`config.mk`:
```
export PLATFORM = sky130hd
export DESIGN_NAME = wallace_product_accumulator_flat
export DESIGN_NICKNAME = d
export VERILOG_FILES = /design/src/rtl/wallace_product_accumulator_if.sv /design/src/rtl/wallace_product_accumulator.sv /design/src/flat_wrapper.sv
export SDC_FILE = /design/constraint.sdc
export NUM_CORES = 1
export LEC_CHECK = 0
export ABC_AREA = 1
export CAP_MARGIN = 0
export CORE_MARGIN = 2
export CORE_UTILIZATION = 45
export CTS_BUF_LIST = sky130_fd_sc_hd__clkbuf_16
export CTS_CLUSTER_DIAMETER = 120
export DETAILED_ROUTE_END_ITERATION = 8
export GPL_TIMING_DRIVEN = 1
export PLACE_DENSITY = 0.71
export SETUP_SLACK_MARGIN = 0.1
export SYNTH_ARGS = -nofsm -noshare
export SYNTH_HDL_FRONTEND = slang
export SYNTH_SLANG_ARGS = --single-unit
```
`constraint.sdc`:
```
create_clock -name clk -period 2.1 [get_ports clk]
set_input_delay 0.525 -clock clk [delete_from_list [all_inputs] [get_ports clk]]
set_output_delay 0.525 -clock clk [all_outputs]
set_load 0.02 [all_outputs]
```
`src/rtl/wallace_product_accumulator_if.sv`:
```
// ----------------------------------------------------------------------------
// wallace_product_accumulator_if
//   Bundles the product stream, the frame-sum stream and the status flags of
//   the Wallace product accumulator.
//
//   master : the side that produces products and consumes sums
//   slave  : the accumulator itself
//
//   Handshake rule for both streams: a transfer happens on a rising clock edge
//   where valid and ready are both high. The sender holds data stable while
//   valid is high and not yet accepted. prod_ready depends on accumulator
//   state only, never combinationally on prod_valid.
//
//   Signals
//     prod_in    [PROD_W]  unsigned product from the multiplier
//     prod_valid           prod_in is valid this cycle
//     prod_ready           accumulator accepts prod_in this cycle
//     clear                synchronous frame abort/flush
//     sum_out    [ACC_W]   frame sum, stable while sum_valid=1
//     sum_valid            sum_out is valid
//     sum_ready            consumer accepts sum_out
//     overflow             sticky per frame: a carry left ACC_W
//     busy                 frame in progress or waiting in DONE
// ----------------------------------------------------------------------------
interface wallace_product_accumulator_if #(
    parameter int PROD_W = 16,
    parameter int ACC_W  = 24
);
    logic [PROD_W-1:0] prod_in;
    logic              prod_valid;
    logic              prod_ready;
    logic              clear;
    logic [ACC_W-1:0]  sum_out;
    logic              sum_valid;
    logic              sum_ready;
    logic              overflow;
    logic              busy;

    modport master (
        output prod_in, prod_valid, clear, sum_ready,
        input  prod_ready, sum_out, sum_valid, overflow, busy
    );

    modport slave (
        input  prod_in, prod_valid, clear, sum_ready,
        output prod_ready, sum_out, sum_valid, overflow, busy
    );
endinterface

```
`src/rtl/wallace_product_accumulator.sv`:
```
// ----------------------------------------------------------------------------
// wallace_product_accumulator
//   Sums a frame of N_TERMS unsigned multiplier products into an ACC_W-bit
//   accumulator and presents the frame sum on a valid/ready port. Any carry
//   out of ACC_W during the frame sets a sticky overflow flag for that frame.
//
//   Ports
//     clk      in   rising-edge clock
//     rst_n    in   asynchronous active-low reset
//     bus      slave modport of wallace_product_accumulator_if (the interface
//              instance must use the same PROD_W/ACC_W as this module)
//     state_o  out  current FSM state (0=IDLE, 1=ACCUM, 2=DONE) for debug
//
//   FSM
//     IDLE  : ready for the first product; an accept loads acc and cnt=1
//     ACCUM : each accept adds into acc; the N_TERMS-th accept goes to DONE
//     DONE  : sum_valid=1, sum/overflow frozen until the consumer accepts
//     clear overrides everything except reset and returns to IDLE empty.
// ----------------------------------------------------------------------------
module wallace_product_accumulator #(
    parameter int PROD_W  = 16,
    parameter int ACC_W   = 24,
    parameter int N_TERMS = 8
) (
    input  logic                          clk,
    input  logic                          rst_n,
    wallace_product_accumulator_if.slave  bus,
    output logic [1:0]                    state_o
);
    localparam int CNT_W = $clog2(N_TERMS + 1);
    localparam int SUM_W = ACC_W + 1;
    localparam logic [CNT_W-1:0] N_LAST = CNT_W'(N_TERMS);

    typedef enum logic [1:0] {
        S_IDLE  = 2'd0,
        S_ACCUM = 2'd1,
        S_DONE  = 2'd2
    } state_t;

    state_t           state_q, state_d;
    logic [ACC_W-1:0] acc_q, acc_d;
    logic [CNT_W-1:0] cnt_q, cnt_d;
    logic             ovf_q, ovf_d;

    logic             prod_ready_w;
    logic             accept_w;
    logic             sum_take_w;
    logic [SUM_W-1:0] add_w;

    // Reset forces ready low even though the state already reads IDLE.
    assign prod_ready_w = rst_n && (state_q != S_DONE);
    assign accept_w     = bus.prod_valid && prod_ready_w;
    assign sum_take_w   = (state_q == S_DONE) && bus.sum_ready;

    // One extra bit keeps the carry out of ACC_W for the overflow flag.
    assign add_w = {1'b0, acc_q} + SUM_W'(bus.prod_in);

    always_comb begin
        state_d = state_q;
        acc_d   = acc_q;
        cnt_d   = cnt_q;
        ovf_d   = ovf_q;

        if (bus.clear) begin
            // Abort: any product presented this cycle is dropped.
            state_d = S_IDLE;
            acc_d   = '0;
            cnt_d   = '0;
            ovf_d   = 1'b0;
        end else begin
            case (state_q)
                S_IDLE: begin
                    if (accept_w) begin
                        acc_d   = ACC_W'(bus.prod_in);
                        cnt_d   = CNT_W'(1);
                        ovf_d   = 1'b0;
                        state_d = (N_TERMS == 1) ? S_DONE : S_ACCUM;
                    end
                end
                S_ACCUM: begin
                    if (accept_w) begin
                        acc_d = add_w[ACC_W-1:0];
                        ovf_d = ovf_q | add_w[ACC_W];
                        cnt_d = cnt_q + CNT_W'(1);
                        if ((cnt_q + CNT_W'(1)) == N_LAST) begin
                            state_d = S_DONE;
                        end
                    end
                end
                S_DONE: begin
                    if (sum_take_w) begin
                        state_d = S_IDLE;
                        acc_d   = '0;
                        cnt_d   = '0;
                        ovf_d   = 1'b0;
                    end
                end
                default: begin
                    state_d = S_IDLE;
                    acc_d   = '0;
                    cnt_d   = '0;
                    ovf_d   = 1'b0;
                end
            endcase
        end
    end

    always_ff @(posedge clk or negedge rst_n) begin
        if (!rst_n) begin
            state_q <= S_IDLE;
            acc_q   <= '0;
            cnt_q   <= '0;
            ovf_q   <= 1'b0;
        end else begin
            state_q <= state_d;
            acc_q   <= acc_d;
            cnt_q   <= cnt_d;
            ovf_q   <= ovf_d;
        end
    end

    assign bus.prod_ready = prod_ready_w;
    assign bus.sum_valid  = (state_q == S_DONE);
    assign bus.sum_out    = acc_q;
    assign bus.overflow   = ovf_q;
    assign bus.busy       = (state_q != S_IDLE);
    assign state_o        = state_q;
endmodule
```
`src/flat_wrapper.sv`:
```
// flat-port wrapper written by rule: the top's interface ports become plain ports
module wallace_product_accumulator_flat 
#(
    parameter int PROD_W  = 16,
    parameter int ACC_W   = 24,
    parameter int N_TERMS = 8
)
  (clk, rst_n, state_o, bus_prod_in, bus_prod_valid, bus_clear, bus_sum_ready, bus_prod_ready, bus_sum_out, bus_sum_valid, bus_overflow, bus_busy);
  wallace_product_accumulator_if #(.PROD_W(PROD_W), .ACC_W(ACC_W)) bus_i ();
  input  logic clk;
  input  logic rst_n;
  output logic [1:0] state_o;
  input wire logic [$bits(bus_i.prod_in)-1:0] bus_prod_in;
  input wire logic [$bits(bus_i.prod_valid)-1:0] bus_prod_valid;
  input wire logic [$bits(bus_i.clear)-1:0] bus_clear;
  input wire logic [$bits(bus_i.sum_ready)-1:0] bus_sum_ready;
  output wire logic [$bits(bus_i.prod_ready)-1:0] bus_prod_ready;
  output wire logic [$bits(bus_i.sum_out)-1:0] bus_sum_out;
  output wire logic [$bits(bus_i.sum_valid)-1:0] bus_sum_valid;
  output wire logic [$bits(bus_i.overflow)-1:0] bus_overflow;
  output wire logic [$bits(bus_i.busy)-1:0] bus_busy;
  assign bus_i.prod_in = bus_prod_in;
  assign bus_i.prod_valid = bus_prod_valid;
  assign bus_i.clear = bus_clear;
  assign bus_i.sum_ready = bus_sum_ready;
  assign bus_prod_ready = bus_i.prod_ready;
  assign bus_sum_out = bus_i.sum_out;
  assign bus_sum_valid = bus_i.sum_valid;
  assign bus_overflow = bus_i.overflow;
  assign bus_busy = bus_i.busy;
  wallace_product_accumulator #(.PROD_W(PROD_W), .ACC_W(ACC_W), .N_TERMS(N_TERMS)) u_core (.clk(clk), .rst_n(rst_n), .bus(bus_i), .state_o(state_o));
endmodule
```
==> results summary <==
The run finished with clean final reports. The sequential cell area is 776 um^2. The count of endpoints failing hold in the final timing report came out at 0. From synthesis to final layout, the design area changed by 58.6%. The floorplan step set the die height to 80.4 um. The detailed-route wire length per cell came out at ~15 um. The worst-case IR drop observed on VDD is 0.000398 V. The total net switching power is 0.698 mW.

Setup repair after global routing left no endpoint under its margin. Summing all non-filler instances in the final layout gives an area of 4170 um^2. The tool flagged a number of max-cap violations equal to 0. Traced cell by cell, the critical path runs through ha_2, buf_4, buf_4, buf_4, nand3_1, nand3_2, buf_4, buf_4, nand2_1, nand2_1, o21ai_0, a22o_1. Leaving out fill and tap cells, the most frequent cell in the layout is nand2_1. The number of global-route vias before repair was 2993. The final cycle utilization of the critical path came out at between 90% and 100%. The minimum hold slack came out at 0.472 ns.

Once the floorplan was initialized, standard cells occupied 47.1% of the core. The total routing usage reported by global routing came out at 27.2%. The critical path is of the reg -> reg type.

The proportion of power drawn by combinational gates came out at 34.4%. The diode insertion count for antenna repair is 0. Across the routed clock network, the largest skew measured is between 0.008 and 0.009 ns. The number of instances in the synthesized netlist is 406.

The number of fill cells in the layout came out at between 400 and 500. The synthesized netlist contains 33 unique library cells. In the post-synthesis netlist, the biggest area contributors are dfrtp_1 30%, nand2_1 20%, nand3_1 9.7%.

The pin count of the biggest net entering global routing came out at 32. Counting every net in the synthesized netlist gives 445. The multi-input combinational cells in the finished layout cover a total of 1920 um^2. For this design the static power due to leakage is roughly 2.1 nW. The routability congestion estimate is slightly below 1.

The count of unresolved DRC violations after routing came out at 0. After the first detailed-routing iteration, the DRC count stood at 162. For this run, the slowest stage of the critical path takes 0.40 ns. In this run switching power makes up 33.3% of total power. The register area share after synthesis came out at roughly 30%. The horizontal die dimension came out at 80.4 um. The number of placement rows came out at 27.

The first-pass detailed-route iteration total came out at 5. The transition time at the pin with the least slew margin is 0.429 ns. The met2 track demand over resource came out at between 40% and 50%. Counting flops and latches in the post-synthesis netlist gives 31. The buffer depth of the longest clock path is 2.

The first-pass GRT wire length is between 10000 and 15000 um. The worst setup path is captured at a register. The mean post-synth cell area came out at 6.47 um^2. Of the total power, the clock network draws 34.2%. The total cell area at the placement stage is 3610 um^2. The final count of pins violating max slew came out at 0.

Of all nets on the critical path, the largest fanout is 4. The final setup violation count is 0. The areal power density over the cells is about 500 nW/um^2. The nature of the critical path startpoint is a register. The count of non-filler cells in the finished layout came out at 597. The biggest area consumer among synthesized cells is dfrtp_1.

The post-layout total power is 2.10 mW. The TritonCTS sink count is 31. Global routing consumed, on the met3 layer, 4.61% of the routing resources.

The sequential group share of total power is a little under a third. The slowest stage of the critical path is the dfrtp_1 cell. 51 I/O pins were placed. The overall die area is 6460 um^2.

Buffers inserted during clock tree synthesis total 5. The remaining global-route overflow is 0. After global routing, the most crowded layer is met2. The placed wire-length estimate after detailed placement is around 6000 um.

The min-delay analysis places its worst path in the category in -> async. The time the worst path needs with I/O delays and setup came out at between 1.5 and 2 ns. The required time at the endpoint of the critical path came out at 2.31 ns. After detailed placement, the design holds a cell count of about 580.

For this run, the top clock speed supported by timing is 512 MHz. For this run, the number of Yosys warnings is 0. The detail route stage leaves a number of antenna-violating nets equal to 0. The source-to-sink clock delay at the later pin of the worst-skew pair is 0.28 ns. The internal power component came out at roughly 1.4 mW. The net count of the finished layout came out at about 560. The overall routed net length came out at 8680 um. Of the cells placed in the final design, the portion with a size suffix greater than 1 is roughly 26%. Among the stages of the critical path, the cell type that occurs most often is buf_4.

The data arrival at the endpoint of the critical path is 2.17 ns. Buffers placed on the I/O ports in this run total 50. The core region area came out at 5570 um^2. The number of antenna violations at the first check in global routing came out at 0. The total vias in the final route is 3161.

The average vias per placed instance is 5.29. The cell at the root of the clock tree is clkbuf_16. The clock tree from TritonCTS is done. The library cells used most frequently in the layout, excluding fill and tap cells, are 129 x nand2_1, 63 x buf_4, 45 x nand3_1. The maximum level of the CTS H-tree is 2. For this run, global-route usage on met1 was measured as 35.0%. The headroom to the max-slew limit came out at between 70% and 80%.

The clock transition at the registers of the reported paths is 0.06 ns. The area fraction of the dominant cell type after synthesis is 29.5%. The netlist area before placement is 2630 um^2.
-- worst max-delay path, delay by kind of cell (launching register included) --
family	cells	cell delay, ns
AOI/OAI and AO/OA	2	0.32
and+or+nand+nor	4	0.30
buffers and inverters	5	0.66
DFF	1	0.40
adders and majority gates	1	0.21
-- per-stage QoR --
step           setup WS [ns]  TNS [ns]  utilization, %
3_5_place_dp          -0.468     -7.68            64.8
3_3_place_gp          -0.390     -6.48            64.8
4_1_cts               0.0483         0            70.3
2_1_floorplan          0.113         0               -
6_report               0.146         0            74.7
5_1_grt               0.0664         0            74.7
-- synthesized netlist by cell type --
library cell,instances
inv_4,1
buf_6,1
o21ai_2,1
or2_2,1
xor2_1,1
nand4_1,3
o22ai_1,1
buf_4,2
o21bai_1,2
buf_1,1
dfrtp_1,31
nand3_1,51
buf_2,1
o21ai_0,9
ha_1,17
nand3b_1,5
nand2_2,1
a21oi_1,24
o311ai_0,1
a22o_1,2
nor2_4,2
nor3_1,6
nand2_1,139
nor2_8,1
nor2_2,1
nand2_4,2
o211ai_1,5
fa_1,1
o32ai_1,1
and2_1,3
inv_1,41
nor2_1,43
inv_2,5
-- flip-flops by register name (all words and copies together) (netlist names) --
register             cells
u_core.bus.sum_out      24
u_core.cnt_q             4
u_core.state_o           2
u_core.bus.overflow      1
-- metal layers --
metal,part of all wire (%),vias up
li1,-,1567
met1,44,1465
met2,49,109
met3,5.2,20
met4,1.8,0
met5,0,-
-- worst paths after layout --
check,from,endpoint,slack (ns),cells past startpoint
max reg2reg,u_core.bus.sum_out[0],u_core.bus.sum_out[3],0.15,12
max in group asynchronous,rst_n,u_core.bus.sum_out[13],1.32,3
max,u_core.bus.sum_out[0],u_core.bus.sum_out[3],0.15,12
min reg2reg,u_core.cnt_q[1],u_core.cnt_q[1],0.52,2
min in group clk,bus_prod_in[0],u_core.bus.sum_out[0],0.52,3
min,rst_n,u_core.bus.sum_out[7],0.47,3
-- final cells by class --
class                      instances  share of cell area, %
clock buffer                       5                   3.00
timing repair buffer             116                   25.4
multi-input combinational        323                   46.2
sequential                        31                   18.6
inverter                          47                   4.30
clock inverter                     3                  0.360
tap                               72                   2.16
-- power by group through the flow --
| stage | Sequential [mW] | Combinational [mW] | Clock [mW] |
|---|---|---|---|
| finish | 0.658 | 0.721 | 0.717 |
| global route | 0.662 | 0.782 | 0.744 |
| CTS | 0.655 | 0.648 | 0.711 |
| detailed placement | 0.659 | 0.602 | 0 |
| global placement | 0.658 | 0.595 | 0 |
| floorplan | 0.683 | 0.287 | 0 |
-- logic make-up after synthesis --
kind of cell / count (synthesis) / synth area share [%]
simple gates: 258 / 42.9
buf+inv: 52 / 8.15
compound gates: 46 / 10.2
flops: 31 / 29.5
fa+ha+maj: 18 / 8.86
xor+xnor: 1 / 0.334
-- repair_timing --
item                       in CTS  in global routing
hold buffers                    0                  0
gates resized for setup        32                 46
pin swaps                       4                 14
buffers inserted                3                 11
setup endpoints to repair      22                 26
Note: power is estimated with default switching activity, not from simulation.
